<file path="config.mk">
export PLATFORM = sky130hd
export DESIGN_NAME = wb_multi_flat
export DESIGN_NICKNAME = d
export VERILOG_FILES = /design/src/rtl/wb_multi_pkg.sv /design/src/rtl/wb_multi_if.sv /design/src/rtl/wb_trace_fifo.sv /design/src/rtl/wb_multi.sv /design/src/flat_wrapper.sv
export SDC_FILE = /design/constraint.sdc
export NUM_CORES = 2
export LEC_CHECK = 0
export CELL_PAD_IN_SITES_DETAIL_PLACEMENT = 0
export CELL_PAD_IN_SITES_GLOBAL_PLACEMENT = 1
export CORE_UTILIZATION = 35
export DETAILED_ROUTE_END_ITERATION = 10
export GPL_ROUTABILITY_DRIVEN = 0
export PLACE_DENSITY = 0.75
export SYNTH_ARGS = -nofsm -noshare
export SYNTH_HDL_FRONTEND = slang
export SYNTH_HIERARCHICAL = 1
export SYNTH_SLANG_ARGS = --single-unit
</file>
<file path="constraint.sdc">
create_clock -name clk -period 8.1 [get_ports clk]
set_input_delay 2.43 -clock clk [delete_from_list [all_inputs] [get_ports clk]]
set_output_delay 2.43 -clock clk [all_outputs]
set_load 0.005 [all_outputs]
</file>
<file path="src/rtl/wb_multi_pkg.sv">
// wb_multi_pkg: shared widths, stall encoding and lane/trace record layouts for the writeback stage
package wb_multi_pkg;
  localparam int StallBus = 6;
  localparam logic Stop = 1'b1;
  localparam logic NoStop = 1'b0;
  typedef struct packed {
    logic        valid;
    logic [31:0] pc;
    logic        rf_we;
    logic [4:0]  rf_waddr;
    logic [31:0] rf_wdata;
  } wb_lane_t;
  typedef struct packed {
    logic        lo_we;
    logic [31:0] lo_wdata;
    logic        hi_we;
    logic [31:0] hi_wdata;
  } hilo_t;
  typedef struct packed {
    logic [31:0] pc;
    logic        we;
    logic [4:0]  wnum;
    logic [31:0] wdata;
  } trace_t;
  localparam int WB_LANE_WD = $bits(wb_lane_t);
  localparam int HILO_WD = $bits(hilo_t);
  localparam int RF_LANE_WD = 38;
  function automatic trace_t to_trace(input wb_lane_t l);
    return '{pc: l.pc, we: l.rf_we, wnum: l.rf_waddr, wdata: l.rf_wdata};
  endfunction
endpackage

</file>
<file path="src/rtl/wb_multi_if.sv">
// wb_multi_if: memory-to-writeback inputs, register-file writeback bus and serialized debug trace port
interface wb_multi_if import wb_multi_pkg::*; #(
  parameter int LANES = 2
);
  logic [StallBus-1:0]                 stall;
  logic                                flush;
  logic [LANES*WB_LANE_WD-1:0]         mem_to_wb_bus;
  logic [HILO_WD-1:0]                  mem_to_wb_hilo;
  logic [LANES*RF_LANE_WD+HILO_WD-1:0] wb_to_rf_bus;
  logic [31:0]                         debug_wb_pc;
  logic [3:0]                          debug_wb_rf_wen;
  logic [4:0]                          debug_wb_rf_wnum;
  logic [31:0]                         debug_wb_rf_wdata;
  logic                                stallreq_wb;
  logic                                trace_overflow;
  modport master (
    output stall, flush, mem_to_wb_bus, mem_to_wb_hilo,
    input  wb_to_rf_bus, debug_wb_pc, debug_wb_rf_wen, debug_wb_rf_wnum, debug_wb_rf_wdata,
    input  stallreq_wb, trace_overflow
  );
  modport slave (
    input  stall, flush, mem_to_wb_bus, mem_to_wb_hilo,
    output wb_to_rf_bus, debug_wb_pc, debug_wb_rf_wen, debug_wb_rf_wnum, debug_wb_rf_wdata,
    output stallreq_wb, trace_overflow
  );
endinterface

</file>
<file path="src/rtl/wb_trace_fifo.sv">
// wb_trace_fifo: circular trace queue taking up to LANES compacted entries per cycle and yielding one
module wb_trace_fifo import wb_multi_pkg::*; #(
  parameter int LANES = 2,
  parameter int DEPTH = 8,
  localparam int AW = $clog2(DEPTH)
) (
  input  logic    clk,
  input  logic    rst,
  input  logic [AW:0] push_cnt,
  input  trace_t  push_data [LANES],
  input  logic    pop,
  output trace_t  pop_data,
  output logic [AW:0] occ,
  output logic [AW:0] free
);
  trace_t mem [DEPTH];
  logic [AW-1:0] wr_ptr, rd_ptr;
  logic [AW:0] acc;
  logic do_pop;
  assign free = (AW+1)'(DEPTH) - occ;
  // entries beyond the free space are simply not written; the caller flags the loss
  assign acc = push_cnt > free ? free : push_cnt;
  assign do_pop = pop && occ != '0;
  assign pop_data = mem[rd_ptr];
  always_ff @(posedge clk) begin
    for (int i = 0; i < LANES; i++)
      if (!rst && i < int'(acc)) mem[wr_ptr + AW'(i)] <= push_data[i];
    if (rst) begin
      wr_ptr <= '0;
      rd_ptr <= '0;
      occ <= '0;
    end else begin
      wr_ptr <= wr_ptr + acc[AW-1:0];
      rd_ptr <= rd_ptr + AW'(do_pop);
      occ <= occ + acc - (AW+1)'(do_pop);
    end
  end
endmodule

</file>
<file path="src/rtl/wb_multi.sv">
// wb_multi: multi-lane writeback stage register with RF writeback bus and a serialized debug trace
module wb_multi import wb_multi_pkg::*; #(
  parameter int LANES = 2,
  parameter int TRACE_DEPTH = 8
) (
  input logic clk,
  input logic rst,
  wb_multi_if.slave wb
);
  localparam int AW = $clog2(TRACE_DEPTH);
  wb_lane_t [LANES-1:0] lane_in, stage_q;
  hilo_t hilo_q;
  logic fresh, load, bubble, pop;
  logic [LANES*RF_LANE_WD-1:0] rf_lanes;
  trace_t push_data [LANES];
  trace_t pop_data;
  logic [AW:0] push_cnt, occ, free;
  assign lane_in = wb.mem_to_wb_bus;
  assign load = wb.stall[4] == NoStop;
  assign bubble = wb.stall[4] == Stop && wb.stall[5] == NoStop;
  always_ff @(posedge clk) begin
    if (rst || wb.flush || bubble) begin
      stage_q <= '0;
      hilo_q <= '0;
    end else if (load) begin
      stage_q <= lane_in;
      hilo_q <= wb.mem_to_wb_hilo;
    end
    fresh <= !rst && !wb.flush && load;
  end
  always_comb begin
    rf_lanes = '0;
    for (int i = 0; i < LANES; i++)
      rf_lanes[i*RF_LANE_WD +: RF_LANE_WD] = {stage_q[i].rf_we & stage_q[i].valid, stage_q[i].rf_waddr, stage_q[i].rf_wdata};
  end
  assign wb.wb_to_rf_bus = {hilo_q, rf_lanes};
  // valid lanes are packed to the front so the queue keeps ascending lane order
  always_comb begin
    int k;
    k = 0;
    for (int i = 0; i < LANES; i++) push_data[i] = '0;
    for (int i = 0; i < LANES; i++)
      if (fresh && stage_q[i].valid) begin
        push_data[k] = to_trace(stage_q[i]);
        k++;
      end
    push_cnt = (AW+1)'(k);
  end
  assign pop = occ != '0;
  wb_trace_fifo #(.LANES(LANES), .DEPTH(TRACE_DEPTH)) u_fifo (
    .clk(clk),
    .rst(rst),
    .push_cnt(push_cnt),
    .push_data(push_data),
    .pop(pop),
    .pop_data(pop_data),
    .occ(occ),
    .free(free)
  );
  assign wb.stallreq_wb = occ > (AW+1)'(TRACE_DEPTH - 2*LANES);
  always_ff @(posedge clk) begin
    if (rst) begin
      wb.debug_wb_pc <= '0;
      wb.debug_wb_rf_wen <= '0;
      wb.debug_wb_rf_wnum <= '0;
      wb.debug_wb_rf_wdata <= '0;
      wb.trace_overflow <= 1'b0;
    end else begin
      if (pop) begin
        wb.debug_wb_pc <= pop_data.pc;
        wb.debug_wb_rf_wen <= {4{pop_data.we}};
        wb.debug_wb_rf_wnum <= pop_data.wnum;
        wb.debug_wb_rf_wdata <= pop_data.wdata;
      end else
        wb.debug_wb_rf_wen <= '0;
      if (push_cnt > free) wb.trace_overflow <= 1'b1;
    end
  end
endmodule

</file>
<file path="src/flat_wrapper.sv">
// flat-port wrapper written by rule: the top's interface ports become plain ports
module wb_multi_flat import wb_multi_pkg::*;
#(
  parameter int LANES = 2,
  parameter int TRACE_DEPTH = 8
)
  (clk, rst, wb_stall, wb_flush, wb_mem_to_wb_bus, wb_mem_to_wb_hilo, wb_wb_to_rf_bus, wb_debug_wb_pc, wb_debug_wb_rf_wen, wb_debug_wb_rf_wnum, wb_debug_wb_rf_wdata, wb_stallreq_wb, wb_trace_overflow);
  wb_multi_if #(.LANES(LANES)) wb_i ();
  input logic clk;
  input logic rst;
  input wire logic [$bits(wb_i.stall)-1:0] wb_stall;
  input wire logic [$bits(wb_i.flush)-1:0] wb_flush;
  input wire logic [$bits(wb_i.mem_to_wb_bus)-1:0] wb_mem_to_wb_bus;
  input wire logic [$bits(wb_i.mem_to_wb_hilo)-1:0] wb_mem_to_wb_hilo;
  output wire logic [$bits(wb_i.wb_to_rf_bus)-1:0] wb_wb_to_rf_bus;
  output wire logic [$bits(wb_i.debug_wb_pc)-1:0] wb_debug_wb_pc;
  output wire logic [$bits(wb_i.debug_wb_rf_wen)-1:0] wb_debug_wb_rf_wen;
  output wire logic [$bits(wb_i.debug_wb_rf_wnum)-1:0] wb_debug_wb_rf_wnum;
  output wire logic [$bits(wb_i.debug_wb_rf_wdata)-1:0] wb_debug_wb_rf_wdata;
  output wire logic [$bits(wb_i.stallreq_wb)-1:0] wb_stallreq_wb;
  output wire logic [$bits(wb_i.trace_overflow)-1:0] wb_trace_overflow;
  assign wb_i.stall = wb_stall;
  assign wb_i.flush = wb_flush;
  assign wb_i.mem_to_wb_bus = wb_mem_to_wb_bus;
  assign wb_i.mem_to_wb_hilo = wb_mem_to_wb_hilo;
  assign wb_wb_to_rf_bus = wb_i.wb_to_rf_bus;
  assign wb_debug_wb_pc = wb_i.debug_wb_pc;
  assign wb_debug_wb_rf_wen = wb_i.debug_wb_rf_wen;
  assign wb_debug_wb_rf_wnum = wb_i.debug_wb_rf_wnum;
  assign wb_debug_wb_rf_wdata = wb_i.debug_wb_rf_wdata;
  assign wb_stallreq_wb = wb_i.stallreq_wb;
  assign wb_trace_overflow = wb_i.trace_overflow;
  wb_multi #(.LANES(LANES), .TRACE_DEPTH(TRACE_DEPTH)) u_core (.clk(clk), .rst(rst), .wb(wb_i));
endmodule
</file>
; After elaboration in Yosys (flattened, before gate mapping)
; Memories as Yosys holds them, arrays and structs flattened. A register that Yosys moved wholly into a read port is not among the register bits.
; Index checks and enable logic that the tools add are counted.
[op_classes]
n_mux = 13
bitwise = 6
reduce_logical = 14
n_addsub = 7
magnitude_cmp = 6
[ops]
columns = cell, count
row1 = $bwmux 140, 1
row2 = $mux 140, 1
row3 = $mux 70, 2
row4 = $demux 70 s1, 1
row5 = $ge 32x2->1 const B, 1
row6 = $lt 32x1->1 const B, 1
row7 = $not 1->32, 1
row8 = $logic_and 1x1->1, 8
row9 = $lt 1x4->1 const A, 2
row10 = $mux 4, 2
row11 = $mux 1, 5
row12 = $add 4x4->4, 1
row13 = $gt 4x3->1 const B, 1
row14 = $gt 4x4->1, 1
row15 = $reduce_bool 4->1, 1
row16 = $sub 4x1->4, 1
row17 = $sub 4x4->4 const A, 1
row18 = $add 3x1->3, 1
row19 = $add 3x1->3 const B, 1
row20 = $add 3x3->3, 1
row21 = $mux 3, 1
row22 = $not 1->1, 3
row23 = $add 1x1->2 const B, 1
row24 = $and 1x1->1, 2
row25 = other kinds (3), 5
[totals]
word_cells = 70
memories = 1
register_bits = 290
ramBits = 560
[memory_table]
columns = name, depth, width, read_ports, rd_clocked_by_memory_dff, write_ports, line_no
row1 = u_core.u_fifo.mem, 8, 70, 1, 1, 2, wb_trace_fifo.sv:16  ; trace_t mem [DEPTH];

; Depth between registers and ports, before layout
[logic_depth]
ltp_word = 10
ltp_mapped = 16

; Cells and area by module
; The synthesis kept the hierarchy.
[by_module_without_submodules]
columns = module, area_each_um2, cells_each, n_inst
row1 = wb_trace_fifo, 28627.5, 1554, 1
row2 = wb_multi, 13208.9, 1262, 1

; Least setup slack after synthesis
; Ideal clock, no wire load.
[synth_path]
path_type = input -> register
startpoint = input rst
endpoint = memory u_core/u_fifo/mem[0][0] (netlist bit), enable pin
slack_ps = -187
path_stages = 2
t_arrival_ps = 7692
required_time_ps = 7505
path_cell_list = or3_1 o21ai_0
[synth_lines]
columns = item, line_no
row1 = "start, declared", flat_wrapper.sv:10  ; input logic rst;
row2 = "end, declared", wb_trace_fifo.sv:16

==> summary.md <==
| Metric | Value |
|---|---|
| Worst-path maximum fanout | `42` |
| Cell family with most CP delay | `buffers and inverters` |
| Ranking of synthesized cells by area | `edfxtp_1 (40%), mux2_2 (14%), dfxtp_1 (14%), mux4_2 (7.5%), mux2i_1 (6.7%)` |
| Clk_skew | `27.0 ps` |
| Syn_area_per_cell | `14.9 sq um` |
| Maxcap violations | `0` |
| Ys Warns | `6` |
| Number of enable flip-flop cells after synthesis | `560` |
| CTS clock-pin slew for the worst setup and hold paths | `60 ps` |
| Row Count | `126` |
| Post-layout minimum cycle time | `4890 ps` |
| Syn Inst Count | `2,816` |
| Max VDD drop | `0.000316 V` |
| # clock sinks | `850` |
| Initial Util | `0.354` |
| Final period util | `0.603` |
| Initial antenna violation count | `4` |
| Slew of the pin with the lowest slew margin | `1160 ps` |
| FF-to-FF Start | `u_core/u_fifo/occ[0]` |
| Outcome | `finished, final reports clean` |
| Filler cell count in the final layout | `10,800` |
| Final WL | `118,000 um` |
| DP HPWL | `65,500 um` |
| Post-synthesis cell area | `41,800 sq um` |
| Num CTS Buffers | `98` |
| Final setup violation count | `0` |
| Most frequent cells in the layout | `edfxtp_1 (560), mux2_2 (519), clkdlybuf4s50_1 (427)` |
| Post-route cell area | `50,200 sq um` |
| Hold WC Path Type | `reg2reg` |
| Vias in the first global route | `25,900` |
| Drt pass-1 iters | `5` |
| Proportion of netlist area held by the largest area contributor | `0.402` |
| Core area | `118,000 sq um` |
| Skew-Pair Late Insertion Delay | `680 ps` |
| Critical Path RT | `8520 ps` |
| Post-synth top flop | `edfxtp_1` |
| Horiz. Die Dim | `348 um` |
| Placed Cells | `4,548` |
| Final hold slack | `473 ps` |
| CTS resizes | `0` |
| First-pass GRT wire length | `174,000 um` |
| CP Launch Point | `u_core/u_fifo/occ[0]` |
| Clock Path Buffers | `3` |
| Vias per cell | `5.26` |
| Slowest library cell on the worst path | `buf_4` |
| Area taken by multi-input logic gates | `17,600 sq um` |
| Cell taking the most area after synthesis | `edfxtp_1` |
| GR Util All Layers | `0.192` |
| Post-synth ARST share | `0` |
| Max stage delay on crit path | `800 ps` |
| Critical path startpoint category | `flip-flop` |
| Seq/Total Area, Yosys | `0.541` |
| Worst setup path class | `reg2reg` |
| Yosys cell types | `49` |
| TritonCTS clock tree | `yes` |
| #FFs+latches synth | `850` |
| Placement Cell Area | `47,000 sq um` |
| Initial DRC count | `1,873` |
| Fmax | `0.205 GHz` |
| Cts hold-fix bufs | `0` |
| Commonest non-fill, non-tap cell in the layout | `edfxtp_1` |
| Pwr Density | `303 nW/um^2` |
| Setup bufs post-CTS | `0` |
| Critical path arrival | `5300 ps` |
| Num ports | `434` |
| Non-Filler Instances | `4,734` |
| Largest net degree at the start of global routing | `134` |
| NumNets Final | `3,343` |
| Post-DR wirelength/cell | `24.9 um` |
| Total vias in the final route | `24,900` |
| Total grt overflow | `0` |
| Area grow syn2layout | `20.0%` |
| Max-slew headroom | `0.224` |
| Routed Antenna Nets | `0` |
| Layout cells sized above 1 | `0.309` |
| Chip Height | `348 um` |
| CP endpoint kind | `flip-flop` |
| Slew Limit Fails | `0` |
| DIE AREA | `121,000 sq um` |
| Register area | `22,600 sq um` |
| Cells along the critical path | `inv_1, ha_1, inv_1, ha_1, nor2b_1, o211ai_1, a41oi_2, buf_4, o21ai_2, o211ai_4, buf_4, buf_4, mux2_2` |
| CP most frequent cell | `buf_4` |
| DRC Markers | `0` |
| H-tree levels | `3` |
| Buf+Inv Stages, Crit Path | `5` |
| RSZ-0062 raised after global routing | `no` |
| Final hold vios | `0` |
| Hold Crit Start | `u_core/wb.debug_wb_rf_wnum[1]` |
| IO buf count | `429` |
| CTS root buffer | `clkbuf_16` |
| Standby leakage power | `0.0186 uW` |
==> report_power, final <==
group          leakage (uW)  switching, uW  internal [uW]  total (uW)
combinational       0.00924           2660           1960        4620
clock               0.00156           1840           2620        4460
sequential          0.00782            359           5760        6110
==> Yosys cell counts, types with 3 or more instances <==
| cell type | instances |
|---|---|
| clkbuf_1 | 61 |
| mux2i_1 | 282 |
| o211ai_2 | 3 |
| ha_1 | 12 |
| nand2_1 | 13 |
| o21ai_0 | 10 |
| nand2b_1 | 142 |
| buf_2 | 90 |
| a21oi_4 | 4 |
| xnor2_1 | 8 |
| nor2b_1 | 10 |
| inv_1 | 12 |
| mux2_2 | 519 |
| buf_6 | 19 |
| mux2_1 | 111 |
| a22o_1 | 70 |
| buf_4 | 97 |
| nor3_1 | 113 |
| buf_1 | 26 |
| a21oi_1 | 5 |
| xor2_1 | 3 |
| nor2_1 | 11 |
| edfxtp_1 | 560 |
| dfxtp_1 | 290 |
| nor3_2 | 101 |
| mux4_2 | 140 |
| and2_1 | 76 |
==> registers in the layout, summed over array words and instances, names as in the netlist <==
| name | cells |
|---|---|
| u_core/wb.debug_wb_pc | 32 |
| u_core/fresh | 1 |
| u_core/u_fifo/rd_ptr | 3 |
| u_core/u_fifo/wr_ptr | 3 |
| u_core/wb.wb_to_rf_bus | 140 |
| u_core/wb.debug_wb_rf_wnum | 5 |
| u_core/wb.trace_overflow | 1 |
| u_core/stage_q | 68 |
| u_core/wb.debug_wb_rf_wen | 1 |
| u_core/u_fifo/mem | 560 |
| u_core/wb.debug_wb_rf_wdata | 32 |
| u_core/u_fifo/occ | 4 |
==> cells by family (layout without fill, tap and decap cells) <==
kind of cell    Yosys count  in the layout  share of synthesized area
simple gates            478            478                     0.0758
flops                   850            850                      0.541
buf+inv                 305            679                     0.0422
compound gates          105            105                     0.0220
fa+ha+maj                14             14                    0.00455
xor+xnor                 11             11                    0.00230
mux                    1052           1052                      0.312
other cells               1              9                  0.0000896
==> per-layer routing <==
layer	up-vias	GRT usage	wire [um]
met5	-	0	13
met4	2	0.0462	2480
met3	158	0.0438	7710
met2	714	0.309	54900
met1	12700	0.260	52500
li1	11300	-	-
==> through the flow <==
stage                     TNS (ps)  worst slack (ps)  power [uW]   util
after global routing             0              2980       15900  0.424
after floorplan             -58730              -187        9160      -
final                            0              3210       15200  0.424
after detailed placement         0              2570       10900  0.397
after CTS                        0              3270       15400  0.424
after global placement           0              2580       10800  0.397
==> final timing paths <==
kind / to / slack (ps) / depth (start not counted)
max: u_core/u_fifo/mem[5][15] / 3210 / 13
min: u_core/wb.debug_wb_rf_wnum[1] / 470 / 2
min reg2reg: u_core/wb.debug_wb_rf_wnum[1] / 470 / 2
max reg2reg: u_core/u_fifo/mem[5][15] / 3210 / 13
==> cell type report <==
| type | count | area share |
|---|---|---|
| Tap cell | 1536 | 0.0383 |
| Sequential cell | 850 | 0.451 |
| Multi-Input combinational cell | 1668 | 0.351 |
| Antenna cell | 1 | 0.0000499 |
| Clock buffer | 131 | 0.0534 |
| Timing Repair Buffer | 482 | 0.0945 |
| Clock inverter | 54 | 0.0107 |
| Inverter | 12 | 0.000898 |
==> worst min-delay path, stage by stage (launching register included) <==
cell	delay, ps
dfxtp_1	300
nand2b_1	60
mux2i_1	60
(Power assumes the default switching activity.)
